<file path="config.mk">
export PLATFORM = sky130hd
export DESIGN_NAME = acia_rx_ctrl
export DESIGN_NICKNAME = d
export VERILOG_FILES = /design/src/rtl/acia_pkg.sv /design/src/rtl/acia_fifo.sv /design/src/rtl/acia_rx_ctrl.sv
export SDC_FILE = /design/constraint.sdc
export NUM_CORES = 1
export LEC_CHECK = 0
export ABC_AREA = 1
export BUFFER_PORTS_ARGS = -buffer_cell sky130_fd_sc_hd__buf_2
export CAP_MARGIN = 20
export CORE_MARGIN = 1
export CORE_UTILIZATION = 53
export DETAILED_ROUTE_END_ITERATION = 7
export PLACE_DENSITY = 0.75
export SLEW_MARGIN = 10
export SYNTH_ARGS = -nofsm -noshare
export SYNTH_HDL_FRONTEND = slang
export SYNTH_SLANG_ARGS = --single-unit
export TNS_END_PERCENT = 5
</file>
<file path="constraint.sdc">
create_clock -name clk -period 2.3 [get_ports clk]
set_input_delay 0.46 -clock clk [delete_from_list [all_inputs] [get_ports clk]]
set_output_delay 0.46 -clock clk [all_outputs]
set_load 0.01 [all_outputs]
</file>
<file path="src/rtl/acia_pkg.sv">
// Shared register map, status layout and control bit positions for the ACIA receive path.
package acia_pkg;

    localparam int unsigned DW = 8;

    // Register offsets selected by rs
    localparam logic REG_DATA = 1'b0;
    localparam logic REG_STAT = 1'b1;

    // Status register bit positions
    localparam int unsigned ST_RXNE = 0;
    localparam int unsigned ST_FULL = 2;
    localparam int unsigned ST_FERR = 3;
    localparam int unsigned ST_OVR  = 4;
    localparam int unsigned ST_RXEN = 5;
    localparam int unsigned ST_IE   = 6;
    localparam int unsigned ST_IRQ  = 7;

    // Control register bit positions
    localparam int unsigned CTL_RXEN  = 0;
    localparam int unsigned CTL_IE    = 1;
    localparam int unsigned CTL_FLUSH = 7;

    typedef struct packed {
        logic irq;
        logic ie;
        logic rx_en;
        logic ovr;
        logic ferr;
        logic full;
        logic rsvd;
        logic rxne;
    } stat_t;

endpackage

</file>
<file path="src/rtl/acia_fifo.sv">
// Single-clock byte FIFO with push/pop/flush; head and next count exposed combinationally.
module acia_fifo
    import acia_pkg::*;
#(
    parameter int unsigned DEPTH = 8,
    parameter int unsigned AW    = 3
) (
    input  logic            clk,
    input  logic            reset,
    input  logic            push,
    input  logic            pop,
    input  logic            flush,
    input  logic [DW-1:0]   wdata,
    output logic [DW-1:0]   head_c,
    output logic [AW:0]     count,
    output logic [AW:0]     count_next_c,
    output logic            full_c,
    output logic            empty_c
);

    localparam int unsigned CW = AW + 1;

    logic [DW-1:0] mem [DEPTH];
    logic [AW-1:0] wptr;
    logic [AW-1:0] rptr;
    logic [AW-1:0] wptr_next;
    logic [AW-1:0] rptr_next;
    logic          push_ok;
    logic          pop_ok;

    assign full_c  = (count == CW'(DEPTH));
    assign empty_c = (count == '0);
    assign head_c  = mem[rptr];

    // A full FIFO still accepts a push when a pop frees the slot in the same cycle
    always_comb begin
        pop_ok       = pop & ~empty_c;
        push_ok      = push & (~full_c | pop_ok);
        wptr_next    = wptr;
        rptr_next    = rptr;
        count_next_c = count;
        if (flush) begin
            wptr_next    = '0;
            rptr_next    = '0;
            count_next_c = '0;
        end else begin
            if (push_ok) wptr_next = wptr + AW'(1);
            if (pop_ok)  rptr_next = rptr + AW'(1);
            case ({push_ok, pop_ok})
                2'b10:   count_next_c = count + CW'(1);
                2'b01:   count_next_c = count - CW'(1);
                default: count_next_c = count;
            endcase
        end
    end

    always_ff @(posedge clk) begin
        if (reset) begin
            wptr  <= '0;
            rptr  <= '0;
            count <= '0;
        end else begin
            wptr  <= wptr_next;
            rptr  <= rptr_next;
            count <= count_next_c;
        end
    end

    always_ff @(posedge clk) begin
        if (push_ok && !flush) mem[wptr] <= wdata;
    end

endmodule

</file>
<file path="src/rtl/acia_rx_ctrl.sv">
// Receive-side controller: receiver gating, byte FIFO, sticky error flags, CPU registers and IRQ.
module acia_rx_ctrl
    import acia_pkg::*;
#(
    parameter int unsigned DEPTH   = 8,
    parameter int unsigned AW      = 3,
    parameter int unsigned IRQ_LVL = 1
) (
    input  logic          clk,
    input  logic          reset,
    input  logic [DW-1:0] rx_dat,
    input  logic          rx_stb,
    input  logic          rx_err,
    output logic          rx_reset_n,
    input  logic          cs,
    input  logic          we,
    input  logic          rs,
    input  logic [DW-1:0] din,
    output logic [DW-1:0] dout,
    output logic          irq
);

    localparam int unsigned CW = AW + 1;

    logic          ctl_wr;
    logic          data_rd;
    logic          stat_rd;
    logic          flush;
    logic          push;
    logic          rx_en;
    logic          ie;
    logic          ovr;
    logic          ferr;
    logic          rx_err_d;
    logic          rx_en_next;
    logic          ie_next;
    logic          ovr_next;
    logic          ferr_next;
    logic          ovr_set;
    logic          ferr_set;
    logic          irq_next;
    logic [DW-1:0] dout_next;
    logic [DW-1:0] head_c;
    logic [AW:0]   count;
    logic [AW:0]   count_next_c;
    logic          full_c;
    logic          empty_c;
    stat_t         stat;
    logic          unused_din;

    assign unused_din = ^din[CTL_FLUSH-1:CTL_IE+1];

    assign ctl_wr  = cs & we & (rs == REG_STAT);
    assign data_rd = cs & ~we & (rs == REG_DATA);
    assign stat_rd = cs & ~we & (rs == REG_STAT);
    assign flush   = ctl_wr & din[CTL_FLUSH];
    assign push    = rx_stb & rx_en & ~flush;

    acia_fifo #(
        .DEPTH (DEPTH),
        .AW    (AW)
    ) u_fifo (
        .clk          (clk),
        .reset        (reset),
        .push         (push),
        .pop          (data_rd),
        .flush        (flush),
        .wdata        (rx_dat),
        .head_c       (head_c),
        .count        (count),
        .count_next_c (count_next_c),
        .full_c       (full_c),
        .empty_c      (empty_c)
    );

    always_comb begin
        stat       = '0;
        stat.irq   = irq;
        stat.ie    = ie;
        stat.rx_en = rx_en;
        stat.ovr   = ovr;
        stat.ferr  = ferr;
        stat.full  = full_c;
        stat.rxne  = ~empty_c;
    end

    // Error flag sets take priority over the clear caused by a status read
    always_comb begin
        rx_en_next = rx_en;
        ie_next    = ie;
        dout_next  = dout;
        ovr_set    = push & full_c & ~data_rd;
        ferr_set   = rx_err & ~rx_err_d & rx_en;
        ovr_next   = ovr_set | (ovr & ~stat_rd);
        ferr_next  = ferr_set | (ferr & ~stat_rd);
        if (ctl_wr) begin
            rx_en_next = din[CTL_RXEN];
            ie_next    = din[CTL_IE];
        end
        if (data_rd) begin
            dout_next = empty_c ? '0 : head_c;
        end else if (stat_rd) begin
            dout_next = stat;
        end
        irq_next = ie_next & ((count_next_c >= CW'(IRQ_LVL)) | ovr_next | ferr_next);
    end

    always_ff @(posedge clk) begin
        if (reset) begin
            rx_en      <= 1'b0;
            ie         <= 1'b0;
            ovr        <= 1'b0;
            ferr       <= 1'b0;
            rx_err_d   <= 1'b0;
            dout       <= '0;
            irq        <= 1'b0;
            rx_reset_n <= 1'b0;
        end else begin
            rx_en      <= rx_en_next;
            ie         <= ie_next;
            ovr        <= ovr_next;
            ferr       <= ferr_next;
            rx_err_d   <= rx_err;
            dout       <= dout_next;
            irq        <= irq_next;
            rx_reset_n <= rx_en;
        end
    end

endmodule

</file>
==> key figures, run 1 <==
Outcome
  • Status: finished clean

Floorplan
  • Initial Util: 55.2%
  • DIE AREA: 7490 um^2
  • Die width: 86.6 um
  • I/O pin count: 33
  • Die Y: 86.6 um
  • FP Rows: 30
  • Core Footprint: 6870 um^2

Synth
  • Average size of a mapped cell: 10.2 um^2
  • Cell Area, Synth: approximately 3800 um^2
  • Synth cell types: 21
  • Post-Synthesis Cells: 373
  • Register area share after synthesis: 65.5%
  • Synthesized flop and latch total: 92
  • Yosys warns: 0
  • Syn nets: 401

Clock network
  • CTS H-tree depth: 3
  • Worst-Skew Late Latency: 0.36 ns
  • Root Buffer: clkbuf_8
  • Worst-path clk slew: 0.10 ns
  • Max Buffers Root-to-Sink: 2
  • Hold_buf cts: 0
  • CTS tree: yes
  • CTS sink cnt: about 90
  • Num CTS Buffers: 9

Setup path
  • Worst r2r path cells: 20
  • Critical Path Sink: irq
  • CP Launch Type: flop
  • Worst setup startpoint: u_fifo.count[1]
  • Worst Path Class, Setup: flop to flop
  • CP max FO: 5
  • Critical R2R Launch: u_fifo.count[1]
  • RR Endpoint: irq
  • CP arrival: 2.38 ns
  • Crit path required time: ~2.6 ns
  • R2R Setup Slk: 0.18 ns
  • Critical path capture point type: flop

Global routing
  • Initial antenna violation count: 0
  • Largest net degree at the start of global routing: 33
  • Overall Global Routing Usage: 22.7%
  • First-pass GRT wire length: between 10000 and 15000 um
  • Total gr overflow: 0
  • Vias in the first global route: between 2000 and 3000

Place
  • I/O Buffers: 27
  • Post-DP HPWL: roughly 4900 um
  • Placer congestion estimate: 0.867
  • Pre-CTS setup slack: -0.103 ns

Timing
  • Setup violators final: 0
  • Worst Max-Slew Pin Slew: 0.387 ns
  • Final Hold Viols: 0
  • Slew Limit Fails: 0
  • Final WS setup: 0.179 ns
  • Fin crit share: 92.2%
  • Final min period: 2.12 ns
  • Slew margin rel.: between 70 and 80%
  • Layout Skew: approximately 0.014 ns
  • Fmax achieved: 472 MHz

Route
  • Top Metal Used: met4
  • Routed Antenna Nets: 0
  • Vias per cell: 5.30
  • Met2 WL: 3820 um
  • DR iter-0 viols: 151
  • DRC Markers: 0
  • Wire length on met3: 459 um
  • Wire per inst: approximately 15 um
  • Final Routed Wirelength: 7720 um
  • Vias post-DR: 2801
  • Pre-antenna DRT Iters: 5
  • Met1 WL: roughly 3200 um

Final layout
  • Area growth syn-to-layout: 18.9%
  • Number of fill cells: 522
  • N_diodes: 0
  • Layout cells sized above 1: 22.2%
  • Final Util: 65.6%
  • Nets@finish: 455

Power
  • PD cells: approximately 710 nW/um^2
  • Maximum vdd ir drop: 0.548 mV
  • Lkg Pwr: 1.75 nW

Flow run
  • Max-Cap Viols: 0

Hold path
  • Hold Path Class: primary input to flop
[worst min path at each step]
stage,startpoint,endpoint,cells after the start
6_report,rx_err,rx_err_d,3
5_1_grt,rx_err,rx_err_d,3
4_1_cts,rx_err,rx_err_d,3
3_5_place_dp,u_fifo.rptr[2],u_fifo.rptr[2],2
3_3_place_gp,u_fifo.rptr[2],u_fifo.rptr[2],2
2_1_floorplan,u_fifo.rptr[2],flop,2
[cell type report]
type / count / area [um^2] / area share, %
flip-flops and latches: 92 / 2490 / 55.3
well taps: 96 / 120 / 2.67
repair buffers: 56 / 353 / 7.83
clock inverters: 7 / 97.6 / 2.17
multi-input cells: 235 / 1190 / 26.4
inverters: 33 / 126 / 2.80
clock buffers: 9 / 124 / 2.75
[layer usage]
| metal | vias to the layer above | track usage [%] |
|---|---|---|
| li1 | 1371 | - |
| met1 | 1316 | 27.7 |
| met2 | 94 | 36.7 |
| met3 | 20 | 6.86 |
| met4 | 0 | 11.5 |
| met5 | - | 0 |
[registers in the layout, summed over array words and instances (netlist names), named ones only]
name	count
u_fifo.mem	64
dout	8
u_fifo.count	4
u_fifo.rptr	3
u_fifo.wptr	3
ferr	1
ie	1
irq	1
ovr	1
rx_en	1
rx_err_d	1
rx_reset_n	1
[cells in the final DEF (no fill, tap or decap), drive strengths merged]
master and instances:
o211ai 15, clkbuf 9, edfxtp 64, clkinvlp 1, ha 5, xnor2 1
buf 56, nand4 2, a21oi 21, nand3 21, dfxtp 28, nor2 78
bufinv 2, or2 1, clkinv 1, xor2 2, o21ai 40, nand2 49
inv 36
[metrics by stage]
| step | setup TNS, ns | hold slack (ns) | total power, W | area (um^2) | std cells |
|---|---|---|---|---|---|
| final | 0 | 0.307 | 0.00320 | 4510 | 528 |
| after detailed placement | -0.103 | 0.458 | 0.00203 | 4180 | 508 |
| after floorplan | 0 | 0.433 | 0.00195 | 3790 | 373 |
| after global placement | -0.0529 | 0.441 | 0.00202 | 4180 | 508 |
| after CTS | 0 | 0.306 | 0.00319 | 4400 | 524 |
| after global routing | -0.0315 | 0.310 | 0.00331 | 4510 | 528 |
[logic make-up (layout without fill, tap and decap cells)]
group                      after synthesis  after routing  synth area share [%]
and+or+nand+nor                        151            151                  16.3
DFF                                     92             92                  65.5
AOI/OAI and AO/OA                       76             76                  11.1
buffers and inverters                   46            105                  4.72
adders and majority gates                5              5                  1.65
xor gates and xnor gates                 3              3                 0.693
[report_power, final]
group	internal [W]	switching (W)	total (W)
Combinational	0.0000822	0.000125	0.000208
Sequential	0.00179	0.0000149	0.00180
Clock	0.000621	0.000568	0.00119
Total	0.00249	0.000708	0.00320
[critical path, cell delays in order, from the launching register on]
cell and delay [ns]:
dfxtp_4 0.37, inv_2 0.04, nand2_2 0.08, nor2_4 0.05
nand2_2 0.07, inv_2 0.05, nor2_4 0.10, inv_2 0.06
ha_4 0.18, nand2_2 0.07, inv_2 0.04, nor2_4 0.13
ha_4 0.21, nand2_1 0.06, nand2_1 0.06, nand2_1 0.08
nand2_1 0.05, nor2_1 0.09, nand2_1 0.06, nor2_1 0.10
a21oi_1 0.06
[what timing repair did]
| action | 4_1_cts | 5_1_grt |
|---|---|---|
| setup endpoints to repair | 0 | 3 |
| resized for setup | 0 | 25 |
| setup buffers | 0 | 4 |
| endpoints found under the hold margin | 0 | 0 |
[synthesized netlist by cell type]
cell,n,area share (%)
nor2_4,2,0.59
o211ai_1,15,3.0
dfxtp_1,28,15
nand2_1,49,4.9
a21oi_1,20,2.6
or2_4,1,0.23
nand4_1,2,0.33
xor2_1,2,0.46
nand3_1,21,2.8
a21oi_2,1,0.23
o21ai_0,40,5.3
nor2_1,76,7.5
buf_1,1,0.099
xnor2_1,1,0.23
clkbuf_1,9,0.89
inv_2,3,0.30
inv_1,30,3.0
buf_4,1,0.20
ha_1,5,1.7
edfxtp_1,64,51
buf_2,2,0.26
No activity file was read; power rests on OpenSTA's default activity.
==> run 2: changes to the inputs <==
- GPL_TIMING_DRIVEN: unset -> 0
- SKIP_LAST_GASP: unset -> 1
==> key figures, run 2 (synthesis gave the netlist of run 1 again) <==
Timing
  • Fin crit share: 97.9% (+5.7 points)
  • Slew margin rel.: 36.3% (-38 points)
  • WHS: 0.322 ns (+0.0152 ns)
  • Unrepaired setup endpoints after global routing: true
  • Setup violators final: 0 (unchanged)
  • Final min period: 2.25 ns (+0.131 ns)
  • Worst Max-Slew Pin Slew: 0.952 ns (+0.565 ns)
  • Fmax achieved: 444 MHz (-5.8%)
  • Final Hold Viols: 0 (unchanged)
  • Layout Skew: 0.0116 ns (-0.00225 ns)
  • Slew Limit Fails: 0 (unchanged)

Route
  • Routed Antenna Nets: 0 (unchanged)
  • DRC Markers: 0 (unchanged)
  • Final Routed Wirelength: 8060 um (+4.4%)
  • DR iter-0 viols: 180 (+19%)
  • Wire per inst: 15.6 um (+6.8%)
  • Vias post-DR: 2782 (-0.68%)
  • Pre-antenna DRT Iters: 4 (-1)
  • Vias per cell: 5.39 (+1.6%)

Global routing
  • Total gr overflow: 0 (unchanged)
  • Vias in the first global route: 2602 (-3.5%)
  • Overall Global Routing Usage: 23.0% (+0.35 points)
  • Initial antenna violation count: 0 (unchanged)
  • First-pass GRT wire length: 12300 um (-1.1%)
  • Largest net degree at the start of global routing: 17 (-48%)

Setup path
  • Worst r2r path cells: 9 (-55%)
  • Critical path capture point type: flop
  • CP Launch Type: primary input
  • CP max FO: 9 (+4)
  • Crit path required time: 2.28 ns (-0.28 ns)
  • CP arrival: 2.23 ns (-0.15 ns)
  • Worst Path Class, Setup: primary input to flop

Clock network
  • Hold_buf cts: 0 (unchanged)
  • Root Buffer: clkbuf_8
  • Worst-path clk slew: 0.09 ns (about the same)
  • CTS tree: yes
  • CTS sink cnt: 92 (unchanged)
  • Num CTS Buffers: 9 (unchanged)
  • Max Buffers Root-to-Sink: 2 (unchanged)
  • Worst-Skew Late Latency: 0.36 ns (about the same)
  • CTS H-tree depth: 3 (unchanged)

Floorplan
  • Die width: 86.6 um (unchanged)
  • DIE AREA: 7490 um^2 (unchanged)
  • Die Y: 86.6 um (unchanged)
  • FP Rows: 30 (unchanged)
  • I/O pin count: 33 (unchanged)
  • Initial Util: 55.2% (unchanged)
  • Core Footprint: 6870 um^2 (unchanged)

Outcome
  • Status: finished clean

Place
  • Placer congestion estimate: 0.813 (-6.2%)
  • I/O Buffers: 26 (-3.7%)
  • Post-DP HPWL: 5310 um (+8.0%)

Power
  • Sw Share: 21.9% (-0.28 points)
  • Maximum vdd ir drop: 0.563 mV (+2.9%)
  • Sequential Power Share: 56.9% (+0.6 points)
  • P_int: 0.00247 W (-0.70%)
  • PD cells: 728 nW/um^2 (+2.6%)
  • Lkg Pwr: 1.63 nW (-6.5%)
  • Switching power: 0.000692 W (-2.3%)
  • Comb pwr share: 6.2% (-0.3 points)
  • Final total power: 0.00316 W (-1.1%)
  • Clock power frac: 36.9% (-0.3 points)

Final layout
  • N_diodes: 0 (unchanged)
  • Commonest non-fill, non-tap cell in the layout: nor2_1
  • Layout cells sized above 1: 16.7% (-5.6 points)
  • Largest register FFs: 64 (unchanged)
  • Top reg by flops: u_fifo.mem
  • Nets@finish: 443 (-2.6%)
  • Largest regs: u_fifo.mem: 64 flops, dout: 8 flops, u_fifo.count: 4 flops
  • Most frequent cells in the layout: nor2_1 (72), edfxtp_1 (64), nand2_1 (46)
  • Area growth syn-to-layout: 14.7%

Hold path
  • Hold Path Class: primary input to flop
  • Hold path depth: 3 (unchanged)

Flow run
  • Max-Cap Viols: 0 (unchanged)
run 2: layout make-up:
class / count / area (um^2)
inverters: 33 / 124
clock inverters: 7 / 97.6
flip-flops and latches: 92 / 2490
fillers: 531 / 2520
plain buffers: 13 / 58.8
repair buffers: 31 / 168
well taps: 96 / 120
multi-input cells: 235 / 1160
clock buffers: 9 / 124
run 2: worst paths after layout:
path	start	endpoint	slack, ns
worst max register to register	u_fifo.count[0]	u_fifo.mem[2][1]	0.05
worst min register to register	u_fifo.rptr[2]	u_fifo.rptr[2]	0.47
worst min-delay path	rx_err	rx_err_d	0.32
worst max-delay path	cs	u_fifo.mem[2][1]	0.05
run 2: timing repair:
item                       in CTS  in global routing
pin swaps                       2                  3
buffers inserted                2                  3
gates resized for setup         8                  8
cloned                          0                  0
setup endpoints to repair       8                 33
run 2: power by group through the flow:
stage                     combinational [W]  clock (W)  sequential, W
after floorplan                    0.000107          0        0.00184
after global placement             0.000177          0        0.00184
after detailed placement           0.000182          0        0.00184
after CTS                          0.000191    0.00118        0.00180
after global routing               0.000218    0.00124        0.00180
final                              0.000196    0.00117        0.00180
run 2: metal layers:
metal	global-route usage [%]	part of all wire, %	vias up
met4	12.7	4.1	0
met5	0	0	-
met3	5.33	7.7	36
li1	-	-	1358
met1	27.6	40	1265
met2	38.6	48	123
run 2: worst max-delay path: stages:
cell     delay [ns]
buf_2          0.12
inv_2          0.05
nor2_4         0.18
nand2_1        0.08
nand2_1        0.10
inv_2          0.06
nor2_4         0.12
inv_2          0.09
or2_4          0.27
nor2_1         0.70
run 2: stage by stage:
step                setup WS, ns  util, %  TNS [ns]  instance area (um^2)  instances
floorplan                0.00377        -         0                  3790        373
global placement          -0.514     58.9    -10.88                  4040        495
detailed placement        -0.558     58.9    -13.24                  4040        495
CTS                       0.0221     62.6         0                  4300        513
global route             -0.0534     63.3    -0.980                  4350        516
finish                    0.0480     63.3         0                  4350        516
